<file path="src/rtl/wb_pkg.sv">
// Shared encodings for the writeback stage: load size codes, link register, FSM states.
package wb_pkg;
  localparam logic [1:0] LD_BYTE = 2'b00;
  localparam logic [1:0] LD_HALF = 2'b01;
  localparam logic [1:0] LD_WORD = 2'b10;
  localparam logic [4:0] REG_RA  = 5'd31;

  typedef enum logic {
    IDLE      = 1'b0,
    WAIT_LOAD = 1'b1
  } wb_state_e;
endpackage

</file>
<file path="src/rtl/wb_stage_load_align.sv">
// Combinational load alignment: selects byte/half/word from the raw memory word and extends to W bits.
module load_align
  import wb_pkg::*;
#(
  parameter int W = 32
) (
  input  logic [W-1:0] rdata_i,
  input  logic [1:0]   size_i,
  input  logic [1:0]   offset_i,
  input  logic         unsigned_i,
  output logic [W-1:0] data_o,
  output logic         misaligned_o
);
  logic [7:0]  byte_v;
  logic [15:0] half_v;

  assign byte_v = rdata_i[{offset_i, 3'b000} +: 8];
  assign half_v = rdata_i[{offset_i[1], 4'b0000} +: 16];

  always_comb begin
    data_o       = rdata_i;
    misaligned_o = 1'b0;
    case (size_i)
      LD_BYTE: data_o = {{(W-8){~unsigned_i & byte_v[7]}}, byte_v};
      LD_HALF: begin
        data_o       = {{(W-16){~unsigned_i & half_v[15]}}, half_v};
        misaligned_o = offset_i[0];
      end
      default: misaligned_o = |offset_i;
    endcase
  end
endmodule

</file>
<file path="src/rtl/wb_stage.sv">
// Writeback stage: retires MEM instructions into one registered regfile write each,
// holding loads in WAIT_LOAD until data returns.
module wb_stage
  import wb_pkg::*;
#(
  parameter int          W           = 32,
  parameter int unsigned LINK_OFFSET = 8
) (
  input  logic         clock,
  input  logic         reset,
  input  logic         in_valid,
  output logic         in_ready,
  input  logic         in_regwrite,
  input  logic         in_memread,
  input  logic         in_jal,
  input  logic [4:0]   in_rd,
  input  logic [W-1:0] in_alu_result,
  input  logic [W-1:0] in_pc,
  input  logic [1:0]   in_ld_size,
  input  logic         in_ld_unsigned,
  input  logic         mem_rvalid,
  input  logic [W-1:0] mem_rdata,
  output logic         wb_regwrite,
  output logic         wb_jal_ra,
  output logic [4:0]   wb_wr,
  output logic [W-1:0] wb_data,
  output logic         wb_memread,
  output logic         load_pending,
  output logic [4:0]   pending_rd,
  output logic         err_misalign
);
  wb_state_e   state_q, state_d;
  logic        ready_q, ready_d;
  logic        ld_rw_q, ld_rw_d, ld_uns_q, ld_uns_d;
  logic [4:0]  ld_rd_q, ld_rd_d;
  logic [1:0]  ld_size_q, ld_size_d, ld_off_q, ld_off_d;
  logic        regwrite_q, regwrite_d, jal_ra_q, jal_ra_d, memread_q, memread_d;
  logic [4:0]  wr_q, wr_d;
  logic [W-1:0] data_q, data_d;
  logic        err_q, err_d;
  logic [W-1:0] align_data;
  logic        align_mis;
  logic        accept;

  load_align #(.W(W)) u_align (
    .rdata_i     (mem_rdata),
    .size_i      (ld_size_q),
    .offset_i    (ld_off_q),
    .unsigned_i  (ld_uns_q),
    .data_o      (align_data),
    .misaligned_o(align_mis)
  );

  // ready_q is only ever set while the next state is IDLE, so it doubles as the IDLE qualifier.
  assign accept = in_valid & ready_q;

  always_comb begin
    state_d    = state_q;
    ld_rw_d    = ld_rw_q;
    ld_uns_d   = ld_uns_q;
    ld_rd_d    = ld_rd_q;
    ld_size_d  = ld_size_q;
    ld_off_d   = ld_off_q;
    regwrite_d = 1'b0;
    jal_ra_d   = 1'b0;
    memread_d  = 1'b0;
    wr_d       = wr_q;
    data_d     = data_q;
    err_d      = err_q;
    case (state_q)
      IDLE: begin
        if (accept) begin
          if (in_jal) begin
            regwrite_d = in_regwrite;
            jal_ra_d   = in_regwrite;
            wr_d       = REG_RA;
            data_d     = in_pc + W'(LINK_OFFSET);
          end else if (in_memread) begin
            ld_rw_d   = in_regwrite;
            ld_uns_d  = in_ld_unsigned;
            ld_rd_d   = in_rd;
            ld_size_d = in_ld_size;
            ld_off_d  = in_alu_result[1:0];
            state_d   = WAIT_LOAD;
          end else begin
            regwrite_d = in_regwrite & (in_rd != 5'd0);
            wr_d       = in_rd;
            data_d     = in_alu_result;
          end
        end
      end
      WAIT_LOAD: begin
        if (mem_rvalid) begin
          state_d    = IDLE;
          memread_d  = 1'b1;
          wr_d       = ld_rd_q;
          data_d     = align_data;
          regwrite_d = ld_rw_q & (ld_rd_q != 5'd0) & ~align_mis;
          if (align_mis) err_d = 1'b1;
        end
      end
      default: state_d = IDLE;
    endcase
    ready_d = (state_d == IDLE);
  end

  always_ff @(posedge clock) begin
    if (reset) begin
      state_q    <= IDLE;
      ready_q    <= 1'b0;
      ld_rw_q    <= 1'b0;
      ld_uns_q   <= 1'b0;
      ld_rd_q    <= '0;
      ld_size_q  <= '0;
      ld_off_q   <= '0;
      regwrite_q <= 1'b0;
      jal_ra_q   <= 1'b0;
      memread_q  <= 1'b0;
      wr_q       <= '0;
      data_q     <= '0;
      err_q      <= 1'b0;
    end else begin
      state_q    <= state_d;
      ready_q    <= ready_d;
      ld_rw_q    <= ld_rw_d;
      ld_uns_q   <= ld_uns_d;
      ld_rd_q    <= ld_rd_d;
      ld_size_q  <= ld_size_d;
      ld_off_q   <= ld_off_d;
      regwrite_q <= regwrite_d;
      jal_ra_q   <= jal_ra_d;
      memread_q  <= memread_d;
      wr_q       <= wr_d;
      data_q     <= data_d;
      err_q      <= err_d;
    end
  end

  assign in_ready     = ready_q;
  assign wb_regwrite  = regwrite_q;
  assign wb_jal_ra    = jal_ra_q;
  assign wb_memread   = memread_q;
  assign wb_wr        = wr_q;
  assign wb_data      = data_q;
  assign err_misalign = err_q;
  assign load_pending = (state_q == WAIT_LOAD);
  assign pending_rd   = load_pending ? ld_rd_q : 5'd0;
endmodule

</file>
<file path="config.mk">
export PLATFORM = sky130hd
export DESIGN_NAME = wb_stage
export DESIGN_NICKNAME = d
export VERILOG_FILES = /design/src/rtl/wb_pkg.sv /design/src/rtl/wb_stage_load_align.sv /design/src/rtl/wb_stage.sv
export SDC_FILE = /design/constraint.sdc
export NUM_CORES = 1
export LEC_CHECK = 0
export CAP_MARGIN = 20
export CORE_MARGIN = 1
export CORE_UTILIZATION = 44
export DETAILED_ROUTE_END_ITERATION = 6
export GPL_TIMING_DRIVEN = 0
export HOLD_SLACK_MARGIN = 0.1
export PLACE_DENSITY = 0.93
export SLEW_MARGIN = 10
export SYNTH_ARGS = -nofsm -noshare
export SYNTH_HDL_FRONTEND = slang
export SYNTH_SLANG_ARGS = --single-unit
</file>
<file path="constraint.sdc">
create_clock -name clock -period 2.4 [get_ports clock]
set_clock_uncertainty 0.2 [all_clocks]
set_input_delay 0.48 -clock clock [delete_from_list [all_inputs] [get_ports clock]]
set_output_delay 0.48 -clock clock [all_outputs]
set_load 0.01 [all_outputs]
</file>
==> results of run 1 <==
[registers in the layout (all words and copies together) (netlist names)]
| register | cells |
|---|---|
| wb_data | 32 |
| ld_rd_q | 5 |
| wb_wr | 5 |
| ld_off_q | 2 |
| ld_size_q | 2 |
| err_misalign | 1 |
| in_ready | 1 |
| ld_rw_q | 1 |
| ld_uns_q | 1 |
| load_pending | 1 |
| wb_jal_ra | 1 |
| wb_memread | 1 |
| wb_regwrite | 1 |
[worst paths after layout]
path	to	cells past startpoint
setup / recovery	pending_rd[4]	3
hold / removal	wb_wr[2]	2
setup reg to reg	wb_data[11]	7
hold reg to reg	wb_wr[2]	2
[cells by family (layout without fill, tap and decap cells)]
group                    after synthesis  after routing  share of synthesized area, %
flip-flops                            54             54                         28.45
AND/OR/NAND/NOR                      196            196                         25.75
XOR/XNOR                              12             12                         2.766
AO/OA/AOI/OAI                        164            164                         28.81
buffers and inverters                 47            209                         5.795
adder cells (fa/ha/maj)                1              1                        0.3292
multiplexers                          27             27                         8.100
[area by class of cell]
class	instances	area, sq um
clock inverters	3	28.78
repair buffers	155	1551
flip-flops and latches	54	1085
well taps	105	131.4
multi-input cells	400	2520
plain buffers	38	195.2
fillers	693	2689
clock buffers	5	68.82
inverters	8	30.03
[power breakdown]
group          internal [mW]  total [mW]  leakage [nW]  switching, mW
logic                  0.353       0.668          1.65          0.315
clock network          0.218       0.590        0.0502          0.372
registers              0.943       0.973         0.441         0.0299
total                   1.51        2.23          2.14          0.717
[cells in the mapped netlist, drive strengths merged, types with 3 or more instances]
cell    number
nor2        50
o211ai       4
mux2i       18
a221oi       3
nand4       17
nand2       50
and3         8
o221ai       6
xnor2        7
a221o        3
a22oi        8
and2        17
a31o         5
a21oi       50
buf         17
a21o         8
clkbuf      22
inv          8
xor2         5
a32o         5
and4         6
a211o        4
o31ai       10
mux2         7
nand3       11
o21a         7
nand2b       5
nor3        15
dfxtp       54
nor2b        8
o21ai       33
[stage by stage]
| step | hold slack [ns] | area (sq um) | utilization, % |
|---|---|---|---|
| finish | 0.2623 | 5610 | 67.60 |
| global route | 0.2983 | 5610 | 67.60 |
| CTS | 0.2626 | 5590 | 67.36 |
| detailed placement | 0.2472 | 5483 | 66.06 |
| global placement | 0.2409 | 5483 | 66.06 |
| floorplan | 0.2434 | 3800 | - |
[metal layers]
metal / part of all wire (%) / GRT usage, % / up-vias / routed length, microns
met1: 39 / 42.73 / 2236 / 5873
met2: 47 / 56.18 / 350 / 7098
met3: 11 / 6.361 / 37 / 1593
met5: 0 / 0 / - / 0
met4: 3.0 / 12.88 / 0 / 449
li1: - / - / 2178 / -
[worst max-delay path, cell delays in order, from the launching register on]
cell	delay, ns
dfxtp_4	0.41
buf_4	0.19
and2_1	0.18
clkdlybuf4s50_1	0.57
[timing repair]
action / in CTS / in global routing
pin swaps: 0 / 1
gates resized for setup: 4 / 13
endpoints found under the setup margin: 6 / 25
buffers inserted: 0 / 0
hold buffers: 0 / 0
==> key figures, run 1 <==
STA
  – Minimum clock period: between 2 and 2.5 ns
  – Fmax: between 400 and 500 MHz
  – Final setup violation count: 0
  – Final Hold Vio Count: 0
  – Setup TNS: 0 ns
  – Slew Limit Fails: 0
  – Unrepaired setup endpoints after global routing: no
  – Worst-Margin Slew: 0.6328 ns
  – Tcrit/Tclk final: 97.77%
  – Setup WS post-layout: 0.05343 ns
  – Rel. slew slack: approximately 58%

Worst setup path
  – CP arrival: 1.67 ns
  – Critical path class: reg2out
  – R2r setup slk: around 0.25 ns
  – Nature of the critical path endpoint: output pin
  – CP max FO: 10
  – CP Launch Type: register
  – Worst r2r src: ld_size_q[1]
  – Worst setup startpoint: load_pending
  – Critical path required time: about 1.7 ns

Die
  – Core ar.: roughly 8300 sq um
  – Initial Util: 45.79%
  – Die area: roughly 9000 sq um
  – Die W: about 95 microns
  – Die height: ~95 microns
  – Num rows: 33
  – # IOs: 159

CTS
  – Clock transition at the registers of the reported paths: 0.12 ns
  – Root Buffer: clkbuf_8
  – CTS sink count: 54
  – CTS buffer count: 5
  – Clock Tree Buf Depth: 2
  – CTS H-tree depth: 2
  – Clock Latency Late Sink: about 0.32 ns
  – CTS tree: built

Placement
  – PortBufs: around 160
  – Place WS: -0.3963 ns
  – Placed Instances: 761
  – Final HPWL DP: 11760 microns
  – RePlAce Congestion: approximately 0.94

Synthesis
  – Commonest register cell after synthesis: dfxtp_1
  – YS warnings: 0
  – Syn Nets: ~600
  – Area share of the leading cell type in the synthesized netlist: 28.45%
  – Post-synth EDFFs: 0
  – Area of the mapped netlist: 3800 sq um
  – Register area share after synthesis: 28.45%
  – Synth Register Bits: 54
  – Cells after Synth: about 500
  – Synth area leader: dfxtp_1
  – Top post-synthesis cells by area: dfxtp_1 28%, a21oi_1 6.6%, nand2_1 4.9%
  – Async S/R FF share, synth: 0%
  – Netlist cell types: just over 60
  – Syn Area/Cell: ~7.6 sq um

Routing
  – Vias: about 4800
  – DRC: 0
  – Antenna Violating Nets Remaining: 0
  – Vias per cell: between 6 and 7
  – Detailed Route Iter0 Violations: 386
  – WL per Instance: roughly 20 microns
  – Initial DRT Pass Iterations: 7
  – WL final: approximately 15000 microns

Global routing
  – First-pass GRT wire length: 23070 microns
  – Number of global-route vias before repair: between 4000 and 5000
  – GR Util All Layers: roughly a third
  – Initial antenna violation count: 0
  – Pin count of the biggest net entering global routing: 20
  – Total gr overflow: 0

Run status
  – Outcome: complete, no violations

Min path
  – Hold Crit Start: wb_wr[2]
  – Hold Crit Class: reg2reg

Finish
  – N_diodes: 0
  – Synthesis-to-finish area growth: 47.65%
  – Commonest cells after routing, fill and taps aside: 155 x clkdlybuf4s50_1, 53 x dfxtp_1, 50 x nor2_1, 50 x a21oi_1, 50 x nand2_1
  – Most common cell after layout, fill and taps aside: clkdlybuf4s50_1
  – Nets@finish: 774
  – Layout cells sized above 1: 7.541%
  – Cell Count, Final, Fillers Out: between 700 and 800

Flow run
  – MaxCap Viol Count: 0

Power and ir drop
  – PwrDens: around 400 nW/um^2
  – Leak Pwr: 2.139 nW
  – Worst VDD drop: between 0.3 and 0.4 mV
  – Final Power: about 2.2 mW
(Power assumes the default switching activity.)
==> inputs of run 2 (changes only) <==
ABC_CLOCK_PERIOD_IN_PS = 2400   (was unset)
CORE_ASPECT_RATIO = 0.75   (was unset)
SYNTH_HIERARCHICAL = 1   (was unset)
==> run 2 against run 1 <==
Effect of this change: the flow now finishes with violations (negative setup slack); sequential power grew 0.8%; worst hold slack got worse by 0.0071 ns; cell count is 5.1% higher; area after synthesis up 2.4%; sequential cell count unchanged; critical path depth up 4; first-iteration DRC count rose by 81%; utilization grew 2.7 points; synthesized cell count up 4.4%; register-to-register slack worse by 0.20 ns; non-clock buffer count grew 17; fmax shrank 2.2%; largest power group unchanged.
==> key figures, run 2 <==
Synthesis
  – Area of the mapped netlist: 3890 sq um (+2.4%)
  – Cells after Synth: 523 (+4.4%)
  – Top post-synthesis cells by area: dfxtp_1 28%, nor2_1 6.5%, mux2i_1 5.4%
  – Syn Nets: 635 (+3.6%)
  – Register area share after synthesis: 27.79% (-0.66 points)
  – Commonest register cell after synthesis: dfxtp_1
  – Netlist cell types: 58 (-6.5%)
  – Synth area leader: dfxtp_1
  – Post-Synth Simple-Gate Area: 27.50% (+1.8 points)
  – Area share of the leading cell type in the synthesized netlist: 27.79% (-0.66 points)
  – Async S/R FF share, synth: 0% (unchanged)
  – Synth Area in Compound Gates: 27.24% (-1.6 points)
  – Post-synth EDFFs: 0 (unchanged)
  – Syn Area/Cell: 7.438 sq um (-1.9%)
  – Synth Area in XOR/XNOR: 4.053% (+1.3 points)
  – Post-synthesis mux area share: 6.851% (-1.2 points)
  – Synth Register Bits: 54 (unchanged)
  – YS warnings: 6 (+6)
  – Top post-synthesis cells by count: 67 x nor2_1, 54 x dfxtp_1, 51 x nand2_1
  – Main combinational cell family by area after synthesis: simple AND/OR/NAND/NOR gates
  – Cell with the most instances after synthesis: nor2_1
  – Adder-cell share of the synthesized area: 0.3216% (-0.0076 points)

Placement
  – RePlAce Congestion: 1.049 (+12%)
  – Final HPWL DP: 12240 microns (+4.1%)
  – PortBufs: 157 (+1.3%)
  – Placed Instances: 788 (+3.5%)
  – Place WS: -0.7525 ns (-0.3562 ns)

CTS
  – Clock Tree Buf Depth: 2 (unchanged)
  – CTS H-tree depth: 2 (unchanged)
  – Clock transition at the registers of the reported paths: 0.07 ns (-0.05 ns)
  – CTS buffer count: 5 (unchanged)
  – CTS tree: built
  – CTS sink count: 54 (unchanged)
  – Post-CTS Hold Fix Bufs: 0 (unchanged)
  – Root Buffer: clkbuf_16
  – Clock Latency Late Sink: 0.30 ns (-0.02 ns)

STA
  – Rel. slew slack: 55.29% (-2.5 points)
  – Fmax: 416.6 MHz (-2.2%)
  – Slew Limit Fails: 0 (unchanged)
  – Final setup violation count: 1 (+1)
  – Final Hold Vio Count: 0 (unchanged)
  – Minimum clock period: 2.400 ns (+0.05392 ns)
  – Setup WS post-layout: -0.0004856 ns (-0.05392 ns)
  – Tcrit/Tclk final: 100.0% (+2.2 points)
  – Worst-Margin Slew: 0.6707 ns (+0.03788 ns)

Finish
  – Final Util: 70.34% (+2.7 points)
  – Layout cells sized above 1: 13.30% (+5.8 points)
  – Register Area: 1085 sq um (unchanged)
  – Fillers: 642 (-7.4%)
  – Most common cell after layout, fill and taps aside: clkdlybuf4s50_1
  – Nets@finish: 810 (+4.7%)
  – Area of the multi-input gates: 2684 sq um (+6.5%)
  – Synthesis-to-finish area growth: 54.20%
  – Cell Count, Final, Fillers Out: 807 (+5.1%)
  – N_diodes: 0 (unchanged)
  – Commonest cells after routing, fill and taps aside: 140 x clkdlybuf4s50_1, 66 x nor2_1, 51 x dfxtp_1, 49 x nand2_1, 38 x a21oi_1
  – Max reg flops: 32 (unchanged)

Power and ir drop
  – Leak Pwr: 2.184 nW (+2.1%)
  – PwrDens: 426.8 nW/um^2 (+7.3%)
  – Worst VDD drop: 0.4046 mV (+29%)

Worst setup path
  – Largest stage delay, worst path: 0.48 ns (-0.09 ns)
  – R2r worst-path depth: 9 (+2)
  – CP Launch Type: primary input
  – Critical path required time: 2.35 ns (+0.63 ns)
  – CP cell instances: dlygate4sd2_1 -> nand3_2 -> nor4_4 -> buf_4 -> nor4b_2 -> xnor2_1 -> o22ai_1
  – Nature of the critical path endpoint: register
  – R2r setup slk: 0.05 ns (-0.20 ns)
  – Slowest cell on crit path: nor4_4
  – Worst r2r src: ld_size_q[1]
  – Reg2reg end: wb_data[26]
  – CP arrival: 2.35 ns (+0.68 ns)
  – Critical path class: in2reg
  – CP max FO: 9 (-1)

Die
  – Die W: 110.6 microns (+16%)
  – Die area: 9225 sq um (+2.4%)
  – Num rows: 29 (-12%)
  – Initial Util: 45.62% (-0.17 points)
  – Die height: 83.43 microns (-12%)
  – Core ar.: 8527 sq um (+2.7%)
  – # IOs: 159 (unchanged)

Run status
  – Failing checks: negative setup slack
  – Outcome: complete, but fails checks

Routing
  – Vias: 5177 (+7.8%)
  – WL per Instance: 20.67 microns (+5.7%)
  – Initial DRT Pass Iterations: 7 (unchanged)
  – WL final: 16680 microns (+11%)
  – Antenna Violating Nets Remaining: 0 (unchanged)
  – DRC: 0 (unchanged)
  – Vias per cell: 6.415 (+2.6%)
  – Detailed Route Iter0 Violations: 699 (+81%)

Global routing
  – Pin count of the biggest net entering global routing: 20 (unchanged)
  – Total gr overflow: 0 (unchanged)
  – First-pass GRT wire length: 24940 microns (+8.1%)
  – Number of global-route vias before repair: 4746 (+4.9%)
  – Initial antenna violation count: 0 (unchanged)
  – GR Util All Layers: 34.07% (+0.40 points)

Min path
  – Hold Path Sink: wb_data[3]
  – Hold Crit Class: reg2reg
  – Hold Crit Start: wb_data[3]
  – Worst Hold Depth: 2 (unchanged)

Flow run
  – MaxCap Viol Count: 0 (unchanged)
==> run 2: timing repair <==
| item | 4_1_cts | 5_1_grt |
|---|---|---|
| pin swaps | 10 | 8 |
| endpoints found under the setup margin | 53 | 38 |
| resized for setup | 43 | 43 |
| gates cloned | 0 | 1 |
| setup buffers | 6 | 5 |
==> run 2: stage by stage <==
step | cell area, sq um | hold slack (ns) | total power [mW] | setup TNS (ns)
floorplan | 3890 | 0.2517 | 1.320 | 0
global placement | 5597 | 0.2427 | 1.725 | -23.26
detailed placement | 5597 | 0.2477 | 1.740 | -24.52
CTS | 5866 | 0.2583 | 2.496 | 0
global route | 5998 | 0.2763 | 2.642 | -0.2284
finish | 5998 | 0.2552 | 2.560 | -0.0004856
==> run 2: area by class of cell <==
class / instances / area share (%)
repair buffers: 169 / 27.56
clock inverters: 3 / 0.4798
inverters: 15 / 0.9595
plain buffers: 41 / 3.838
multi-input cells: 412 / 44.74
well taps: 108 / 2.253
clock buffers: 5 / 2.086
flip-flops and latches: 54 / 18.09
==> run 2: critical path: cells and delay by family <==
family | cells | cell delay (ns)
AOI/OAI and AO/OA | 1 | 0.12
and+or+nand+nor | 3 | 1.01
xor gates and xnor gates | 1 | 0.18
buffers and inverters | 2 | 0.56
==> run 2: metal layers <==
layer / global-route usage [%] / up-vias / wire (microns)
met5: 0 / - / 0
met4: 11.64 / 0 / 648
met3: 8.905 / 66 / 2397
met2: 52.68 / 474 / 7361
met1: 45.85 / 2368 / 6274
li1: - / 2269 / -
==> run 2: kinds of logic (layout without fill, tap and decap cells) <==
family	Yosys count	in the layout
simple gates	211	211
compound gates	156	156
buf+inv	57	233
flops	54	54
mux	26	26
xor+xnor	18	18
fa+ha+maj	1	1
==> run 2: worst max path at each step <==
stage	startpoint	endpoint	slack [ns]	cells past startpoint
after global routing	in_pc[5]	wb_data[16]	-0.07	7
after global placement	in_jal	wb_data[23]	-0.84	6
after floorplan	in_pc[3]	wb_data[17]	0.03	6
final	in_pc[5]	wb_data[28]	-0.0005	7
after CTS	in_pc[14]	wb_data[17]	0.0008	6
after detailed placement	in_jal	wb_data[23]	-0.75	6
==> run 2: power by group <==
part | internal (mW) | total [mW] | switching, mW
Sequential | 0.946 | 0.981 | 0.0353
Clock | 0.399 | 0.773 | 0.373
Combinational | 0.403 | 0.806 | 0.403
Total | 1.75 | 2.56 | 0.812
